[src/rtl/uart_tx_scheduler.sv]
// uart_tx_scheduler: round-robin scheduler that shares one free-running UART
// transmitter between NUM_REQ byte sources. Each granted byte is wrapped in a
// packet (SYNC, channel ID, payload[, checksum]); IDLE_BYTE fills empty frames.
// The scheduler advances one byte per transmitter frame, paced on TC rising.
//
// Build option: UART_SCHED_CHKSUM_EN adds a trailing checksum byte
//   (SYNC_BYTE ^ {4'h0,ch} ^ payload), giving 4-byte packets instead of 3.
//
// Ports:
//   CLK        system clock
//   RST        synchronous, active-high reset
//   REQ_VALID  per-requester byte-valid flags
//   REQ_DATA   flattened payload bytes, requester i at [8i+7:8i]
//   REQ_READY  one-cycle capture pulse for the granted requester
//   TC         transmitter frame-complete flag (asynchronous to the FSM)
//   TX_DATA    byte presented to the transmitter DATA input
//   BUSY       high while a packet is in progress
//   CUR_CH     channel of the packet in progress, 0 when idle
module uart_tx_scheduler #(
    parameter int unsigned NUM_REQ   = 4,
    parameter logic [7:0]  SYNC_BYTE = 8'hA5,
    parameter logic [7:0]  IDLE_BYTE = 8'hFF
) (
    input  logic                   CLK,
    input  logic                   RST,
    input  logic [NUM_REQ-1:0]     REQ_VALID,
    input  logic [8*NUM_REQ-1:0]   REQ_DATA,
    output logic [NUM_REQ-1:0]     REQ_READY,
    input  logic                   TC,
    output logic [7:0]             TX_DATA,
    output logic                   BUSY,
    output logic [3:0]             CUR_CH
);

    localparam int unsigned CH_W   = 4;
    localparam int unsigned BYTE_W = 8;

`ifdef UART_SCHED_CHKSUM_EN
    typedef enum logic [2:0] {
        S_IDLE = 3'd0,
        S_SYNC = 3'd1,
        S_ID   = 3'd2,
        S_PAY  = 3'd3,
        S_CHK  = 3'd4
    } state_t;
`else
    typedef enum logic [2:0] {
        S_IDLE = 3'd0,
        S_SYNC = 3'd1,
        S_ID   = 3'd2,
        S_PAY  = 3'd3
    } state_t;
`endif

    state_t              state;
    state_t              state_nxt;
    logic [CH_W-1:0]     rr_ptr;
    logic [CH_W-1:0]     rr_ptr_nxt;
    logic [BYTE_W-1:0]   payload;
    logic [BYTE_W-1:0]   payload_nxt;
    logic [BYTE_W-1:0]   tx_data_nxt;
    logic [NUM_REQ-1:0]  req_ready_nxt;
    logic                busy_nxt;
    logic [CH_W-1:0]     cur_ch_nxt;

    logic                tc_s1;
    logic                tc_s2;
    logic                tc_s3;
    logic                tc_rise;

    logic                found;
    logic [CH_W-1:0]     win_ch;
    logic [NUM_REQ-1:0]  win_oh;
    logic [BYTE_W-1:0]   win_data;
    logic                arb;

    // TC rising edge after two-flop synchronisation
    assign tc_rise = tc_s2 & ~tc_s3;

    // Round-robin search: first valid above rr_ptr, then wrap to the lowest valid
    always_comb begin
        found    = 1'b0;
        win_ch   = '0;
        win_oh   = '0;
        win_data = '0;
        for (int unsigned j = 0; j < NUM_REQ; j++) begin
            if (!found && REQ_VALID[j] && (CH_W'(j) > rr_ptr)) begin
                found    = 1'b1;
                win_ch   = CH_W'(j);
                win_oh   = NUM_REQ'(1) << j;
                win_data = REQ_DATA[BYTE_W*j +: BYTE_W];
            end
        end
        for (int unsigned j = 0; j < NUM_REQ; j++) begin
            if (!found && REQ_VALID[j] && (CH_W'(j) <= rr_ptr)) begin
                found    = 1'b1;
                win_ch   = CH_W'(j);
                win_oh   = NUM_REQ'(1) << j;
                win_data = REQ_DATA[BYTE_W*j +: BYTE_W];
            end
        end
    end

    // Next-state and next-output logic; everything holds unless tc_rise
    always_comb begin
        state_nxt     = state;
        rr_ptr_nxt    = rr_ptr;
        payload_nxt   = payload;
        tx_data_nxt   = TX_DATA;
        req_ready_nxt = '0;
        busy_nxt      = BUSY;
        cur_ch_nxt    = CUR_CH;
        arb           = 1'b0;

        if (tc_rise) begin
            case (state)
                S_IDLE: arb = 1'b1;
                S_SYNC: begin
                    state_nxt   = S_ID;
                    tx_data_nxt = {4'h0, CUR_CH};
                end
                S_ID: begin
                    state_nxt   = S_PAY;
                    tx_data_nxt = payload;
                end
`ifdef UART_SCHED_CHKSUM_EN
                S_PAY: begin
                    state_nxt   = S_CHK;
                    tx_data_nxt = SYNC_BYTE ^ {4'h0, CUR_CH} ^ payload;
                end
                S_CHK: arb = 1'b1;
`else
                S_PAY: arb = 1'b1;
`endif
                default: state_nxt = S_IDLE;
            endcase
        end

        // Packet end or idle: start the next packet back-to-back, else fill
        if (arb) begin
            if (found) begin
                state_nxt     = S_SYNC;
                rr_ptr_nxt    = win_ch;
                payload_nxt   = win_data;
                tx_data_nxt   = SYNC_BYTE;
                req_ready_nxt = win_oh;
                busy_nxt      = 1'b1;
                cur_ch_nxt    = win_ch;
            end else begin
                state_nxt   = S_IDLE;
                tx_data_nxt = IDLE_BYTE;
                busy_nxt    = 1'b0;
                cur_ch_nxt  = '0;
            end
        end
    end

    // State, sync flops and registered outputs; sync flops reset high so a TC
    // already high at reset release is not seen as an edge
    always_ff @(posedge CLK) begin
        if (RST) begin
            tc_s1     <= 1'b1;
            tc_s2     <= 1'b1;
            tc_s3     <= 1'b1;
            state     <= S_IDLE;
            rr_ptr    <= CH_W'(NUM_REQ - 1);
            payload   <= '0;
            TX_DATA   <= IDLE_BYTE;
            REQ_READY <= '0;
            BUSY      <= 1'b0;
            CUR_CH    <= '0;
        end else begin
            tc_s1     <= TC;
            tc_s2     <= tc_s1;
            tc_s3     <= tc_s2;
            state     <= state_nxt;
            rr_ptr    <= rr_ptr_nxt;
            payload   <= payload_nxt;
            TX_DATA   <= tx_data_nxt;
            REQ_READY <= req_ready_nxt;
            BUSY      <= busy_nxt;
            CUR_CH    <= cur_ch_nxt;
        end
    end

endmodule

[config.mk]
export PLATFORM = sky130hd
export DESIGN_NAME = uart_tx_scheduler
export DESIGN_NICKNAME = d
export VERILOG_FILES = /design/src/rtl/uart_tx_scheduler.sv
export SDC_FILE = /design/constraint.sdc
export NUM_CORES = 1
export LEC_CHECK = 0
export BUFFER_PORTS_ARGS = -buffer_cell sky130_fd_sc_hd__buf_2
export CAP_MARGIN = 5
export CORE_ASPECT_RATIO = 0.7
export CORE_UTILIZATION = 46
export DETAILED_ROUTE_END_ITERATION = 12
export PLACE_DENSITY = 0.86
export SLEW_MARGIN = 0
export SYNTH_ARGS = -nofsm -noshare
export SYNTH_HDL_FRONTEND = slang
export SYNTH_SLANG_ARGS = --single-unit
[constraint.sdc]
create_clock -name CLK -period 1.9 [get_ports CLK]
set_input_delay 0.38 -clock CLK [delete_from_list [all_inputs] [get_ports CLK]]
set_output_delay 0.38 -clock CLK [all_outputs]
set_load 0.02 [all_outputs]
Word level (Yosys, flattened, before mapping)
Index checks and enable logic that the tools add are counted.
{ "op_classes": {"n_bitwise": 4, "eq_ne": 4, "mux": 43, "n_lt_le_gt_ge": 8, "n_reduce_logical": 33} }
{ "ops": {"columns": ["operator", "count"], "rows": [
  ["$mux W8", 10],
  ["$mux W4", 14],
  ["$pmux W8 S2", 1],
  ["$logic_and A1 B1 Y1", 15],
  ["$mux W1", 14],
  ["$pmux W3 S3", 1],
  ["$gt A1 B4 Y1 const A", 2],
  ["$gt A2 B4 Y1 const A", 2],
  ["$le A1 B4 Y1 const A", 2],
  ["$le A2 B4 Y1 const A", 2],
  ["$logic_not A1 Y1", 7],
  ["$mux W7", 1],
  ["$eq A3 B2 Y1 const B", 2],
  ["$mux W3", 2],
  ["$reduce_and A2 Y1", 3],
  ["$reduce_or A6 Y1", 1],
  ["$reduce_or A5 Y1", 1],
  ["$reduce_or A4 Y1", 1],
  ["$eq A3 B1 Y1 const B", 1],
  ["$logic_not A3 Y1", 1],
  ["$not A1 Y1", 3],
  ["$reduce_bool A3 Y1", 1],
  ["$reduce_or A3 Y1", 1],
  ["$ne A2 B1 Y1 const B", 1],
  ["other kinds (3)", 3]
]} }
{ "totals": {"register_bits": 35, "input_bits": 39, "output_inout_bits": 17} }

Logic depth before layout (Yosys ltp)
{ "depth": {"depth_word": 33, "ltp_mapped": 9, "ltp_nobuf": 7} }

Worst setup path before layout
No wires, ideal clock.
{ "synth_timing": {"path_kind": "register to register", "start": "register state[0]", "end": "register payload[1]", "path_stages_with_launch": 9, "t_required_ns": 1.814, "t_arrival_ns": 1.892, "path_slack_ns": -0.078, "path_buffers": 2, "synth_period_minus_slack_ns": 1.978, "path_cell_list": "dfxtp_1 inv_1 ha_1 buf_2 nand3b_1 nor2_1 clkbuf_1 o221ai_1 a221oi_2"} }
{ "synth_between": {"elab_chain_cells": 5} }
{ "synth_rtl": {"columns": ["element", "line_no", "source"], "rows": [
  ["start, declared", "55", "state_t state;"],
  ["start signal, assigned", "176", "state <= state_nxt;"],
  ["$eq A3 B2 Y1 / $logic_not A3 Y1 (equally long branches)", "116", "case (state)"],
  ["$reduce_or A2 Y1 (no source line) (*)", null, null],
  ["$mux W1 (*)", "116", null],
  ["$mux W1 (*)", "115", "if (tc_rise) begin"],
  ["$reduce_and A2 Y1 (no source line) (*)", null, null],
  ["end signal, assigned", "178", "payload <= payload_nxt;"],
  ["end, declared", "59", "logic [BYTE_W-1:0] payload;"]
]} }
Mark *: on every way between the ends. The rest lies on a longest branch, timed or not.
A chain may end at the register's enable or synchronous reset.

Worst setup path after layout
{ "layout_timing": {"start": "register rr_ptr[1]", "end": "register rr_ptr[0]"} }
{ "layout_between": {"elab_chain_cells": 32} }
{ "layout_rtl": {"columns": ["element", "line_no", "source"], "rows": [
  ["start, declared", "57", "logic [CH_W-1:0] rr_ptr;"],
  ["start signal, assigned", "166", "rr_ptr <= CH_W'(NUM_REQ - 1);"],
  ["start signal, assigned", "177", "rr_ptr <= rr_ptr_nxt;"],
  ["$gt A1 B4 Y1", "87", "if (!found && REQ_VALID[j] && (CH_W'(j) > rr_ptr)) begin"],
  ["$logic_and A1 B1 Y1", "87", null],
  ["$mux W1", "87", null],
  ["$logic_not A1 Y1", "87", null],
  ["$logic_and A1 B1 Y1 (2 in a row)", "87", null],
  ["$mux W1", "87", null],
  ["$logic_not A1 Y1", "87", null],
  ["$logic_and A1 B1 Y1 (2 in a row)", "87", null],
  ["[... 12 more ...]", null, null],
  ["$mux W1", "95", "if (!found && REQ_VALID[j] && (CH_W'(j) <= rr_ptr)) begin"],
  ["$logic_not A1 Y1", "95", null],
  ["$logic_and A1 B1 Y1 (2 in a row)", "95", null],
  ["$mux W1", "95", null],
  ["$logic_not A1 Y1", "95", null],
  ["$logic_and A1 B1 Y1 (2 in a row)", "95", null],
  ["$mux W1", "95", null],
  ["$reduce_and A2 Y1 (no source line)", null, null]
]} }
Several ways; a longest one is shown, not always the timed one.

==> impl_metrics.py <==
metrics = {
    "outcome": {
        "status": "finished clean",
    },
    "cells_and_area": {
        "stdcell_area_um2": 2530,
        "seqCellArea_um2": 602,
        "fill_cells": 314,
        "instances_no_fill": 350,
        "multi_input_area_um2": 1190,
        "final_nets": 340,
        "drive_gt1_share_pct": 40.7,
        "antenna_cells": 0,
        "finish.utilization_pct": 68.5,
        "area_growth_pct": 35.5,
    },
    "sta": {
        "holdWs_ns": 0.281,
        "clock_skew_ns": 0.00861,
        "hold_viol": 0,
        "max_freq_mhz": 532,
        "period_needed_ns": 1.88,
        "setup_viol": 0,
        "period_share_pct": 98.9,
        "slew_viol_final": 0,
        "rsz0062_at_grt": "yes",
    },
    "yosys": {
        "ys_seq_elements": 30,
        "synth_cells": 222,
        "synthArstFlopShare_pct": 0,
        "synth_compound_area_share_pct": 38.4,
        "synth_area_leaders": "dfxtp_1, a221oi_2, nand2_1",
        "synth_top_family_by_area": "compound AO/OA/AOI/OAI gates",
        "synthFlopType": "dfxtp_1",
        "synth_edf_count": 0,
        "yosysTopAreaCellShare_pct": 32.2,
        "avgSynthCellArea_um2": 8.41,
        "yosys.area_share.simple_pct": 21.2,
        "synth_area_leader_cell": "dfxtp_1",
        "yosys.area_share.adder_pct": 1.34,
        "synth-xor-area-share_pct": 0,
        "synthMuxAreaShare_pct": 0.536,
        "synthDistinctLibCells": 51,
        "ys_seq_area_share_pct": 32.2,
        "synth_area_um2": 1870,
        "yosys_warnings": 0,
    },
    "floorplanning": {
        "row_count": 18,
        "die_area_um2": 4320,
        "core_area_um2": 3690,
        "start_util_pct": 50.6,
        "fp.dieH_um": 55.3,
        "die_w_um": 78.2,
        "io_pins": 56,
    },
    "clock_network": {
        "cts_tree": "yes",
        "cts-root-buf": "clkbuf_8",
        "path_clk_slew_ns": 0.07,
        "cts_buffers": 5,
        "cts.path.max_buffers": 2,
        "h-tree-depth": 2,
        "clkLatencyLatePin_ns": 0.29,
        "clock-sinks": 30,
        "holdBufCountCts": 0,
    },
    "setup_path": {
        "cpMostUsedCell": "buf_4",
        "worstRegToRegCells": 7,
        "path_cells": "buf_4 -> nand2b_1 -> buf_4 -> a21boi_0 -> o22ai_1 -> o21ai_0 -> nand3b_1",
        "critical_path_class": "reg2reg",
        "cp.arrival_ns": 2.05,
        "crit_required_ns": 2.07,
        "cp-endpoint": "rr_ptr[0]$_SDFFE_PP1N_",
        "critical-path-max-stage-delay_ns": 0.36,
        "slowest_stage": "dfxtp_1",
        "start_kind": "flop",
        "cp_max_fo": 19,
        "r2r_end": "rr_ptr[0]$_SDFFE_PP1N_",
        "reg2reg_from": "rr_ptr[1]$_SDFFE_PP1N_",
        "rrSetupSlack_ns": 0.02,
        "crit_path_end_kind": "flop",
        "worstSetupStartpoint": "rr_ptr[1]$_SDFFE_PP1N_",
    },
    "global_routing": {
        "track_usage_pct": 29.6,
        "grt_pass1_vias": 2073,
        "grt_pass1_wl_mm": 9.83,
        "grt_max_degree": 26,
        "overflow": 0,
        "antenna_found_initial": 0,
    },
    "detailed_routing": {
        "drtIter0Drc": 330,
        "wl_per_cell_um": 17.7,
        "num_vias": 2209,
        "via_per_inst": 6.31,
        "drt_pass1_iterations": 5,
        "drtAntennaViolNets": 0,
        "drc_errors": 0,
        "drt_wl_total_mm": 6.18,
    },
    "placement": {
        "gp_congestion": 0.971,
        "port_buffers": 53,
        "dp_hpwl_mm": 4.53,
        "dpl_cell_area_um2": 2410,
        "dp.cells": 342,
    },
    "job": {
        "drv_cap": 0,
    },
    "worst_hold_path": {
        "holdPathStages": 2,
        "hp-class": "in2reg",
    },
    "power": {
        "static-leakage-power_nw": 1.06,
        "power.density_nw_per_um2": 599,
        "peakVddDrop_mv": 0.392,
    },
}
## cell families (layout without fill, tap and decap cells)
family | Yosys count | after routing
other cells | 1 | 2
fa+ha+maj | 2 | 2
compound gates | 86 | 86
simple gates | 76 | 76
buf+inv | 26 | 103
mux | 1 | 1
flops | 30 | 30
## flip-flops by register name, summed over array words and instances (netlist names)
name,cells
CUR_CH,2
state,2
tc_s3,1
tc_s1,1
TX_DATA,8
payload,8
BUSY,1
rr_ptr,2
REQ_READY,4
tc_s2,1
## synth_stat cells, types with 3 or more instances
| master | number |
|---|---|
| clkbuf_1 | 12 |
| a221oi_2 | 10 |
| buf_4 | 3 |
| buf_2 | 5 |
| nor4_1 | 3 |
| a22oi_1 | 4 |
| dfxtp_1 | 30 |
| nand2_1 | 20 |
| o211ai_1 | 7 |
| nor2_1 | 19 |
| nor2b_1 | 4 |
| nand2b_1 | 4 |
| nand3_1 | 6 |
| inv_1 | 5 |
| nand3b_1 | 3 |
| and3b_1 | 5 |
| a21oi_1 | 14 |
| o21ai_0 | 5 |
| or2_2 | 3 |
| a31oi_1 | 8 |
| o221ai_1 | 5 |
| o21a_1 | 3 |
| a211oi_1 | 4 |
| a211o_1 | 4 |
| o21bai_1 | 5 |
## worst min path at each step
| stage | slack, ns | start | end |
|---|---|---|---|
| detailed placement | 0.40 | tc_s1$_SDFF_PP1_ | tc_s2$_SDFF_PP1_ |
| global route | 0.28 | TC | tc_s1$_SDFF_PP1_ |
| CTS | 0.28 | TC | tc_s1$_SDFF_PP1_ |
| floorplan | 0.39 | tc_s1$_SDFF_PP1_ | tc_s2$_SDFF_PP1_ |
| finish | 0.28 | TC | tc_s1$_SDFF_PP1_ |
| global placement | 0.39 | tc_s1$_SDFF_PP1_ | tc_s2$_SDFF_PP1_ |
## metrics by stage
step | TNS (ns) | setup WS [ns] | total power, mW
final | 0 | 0.0209 | 1.52
after global routing | -0.0229 | -0.0151 | 1.57
after CTS | 0 | 0.00572 | 1.50
after detailed placement | -0.596 | -0.102 | 0.965
after global placement | -0.250 | -0.0471 | 0.957
after floorplan | -0.0404 | -0.00807 | 0.827
## cells in the final DEF (no fill, tap or decap), drive strengths merged, types with 2 or more instances in the layout
cell type  instances
a2111oi            2
a211o              4
a211oi             5
a21oi             15
a221o              2
a221oi            10
a22oi              4
a31oi              8
and3b              5
buf               90
clkbuf             7
conb               2
dfxtp             30
ha                 2
inv                5
nand2             21
nand2b             4
nand3              6
nand3b             3
nor2              19
nor2b              4
nor3               2
nor4               3
o211ai             7
o21a               3
o21ai              8
o21bai             5
o221ai             5
or2                3
or4                2
## repair_timing
item	in CTS	in global routing
setup endpoints to repair	9	12
gates resized for setup	2	4
buffers inserted	0	0
pin swaps	0	2
## worst max-delay path: cells and delay by family (launching register included)
family	cells	cell delay (ns)
buf+inv	2	0.40
compound gates	3	0.67
flops	1	0.36
simple gates	2	0.32
## cell type report
type                    count  area share, %
repair buffers             90           22.4
clock inverters             1          0.198
well taps                  50           2.47
inverters                   5          0.741
multi-input cells         167           47.0
flip-flops and latches     30           23.8
clock buffers               7           3.41
## where the power goes
| part | switching (mW) | total [mW] | internal (mW) |
|---|---|---|---|
| sequential | 0.0101 | 0.657 | 0.647 |
| combinational | 0.176 | 0.310 | 0.133 |
| clock | 0.257 | 0.549 | 0.292 |
## routing by layer
| metal | vias to the layer above | wire length, um | track usage, % |
|---|---|---|---|
| met2 | 160 | 2700 | 46.1 |
| met3 | 41 | 724 | 7.44 |
| met1 | 1017 | 2540 | 40.0 |
| met5 | - | 0 | 0 |
| met4 | 0 | 218 | 9.52 |
| li1 | 991 | - | - |
No activity file was read; power rests on OpenSTA's default activity.
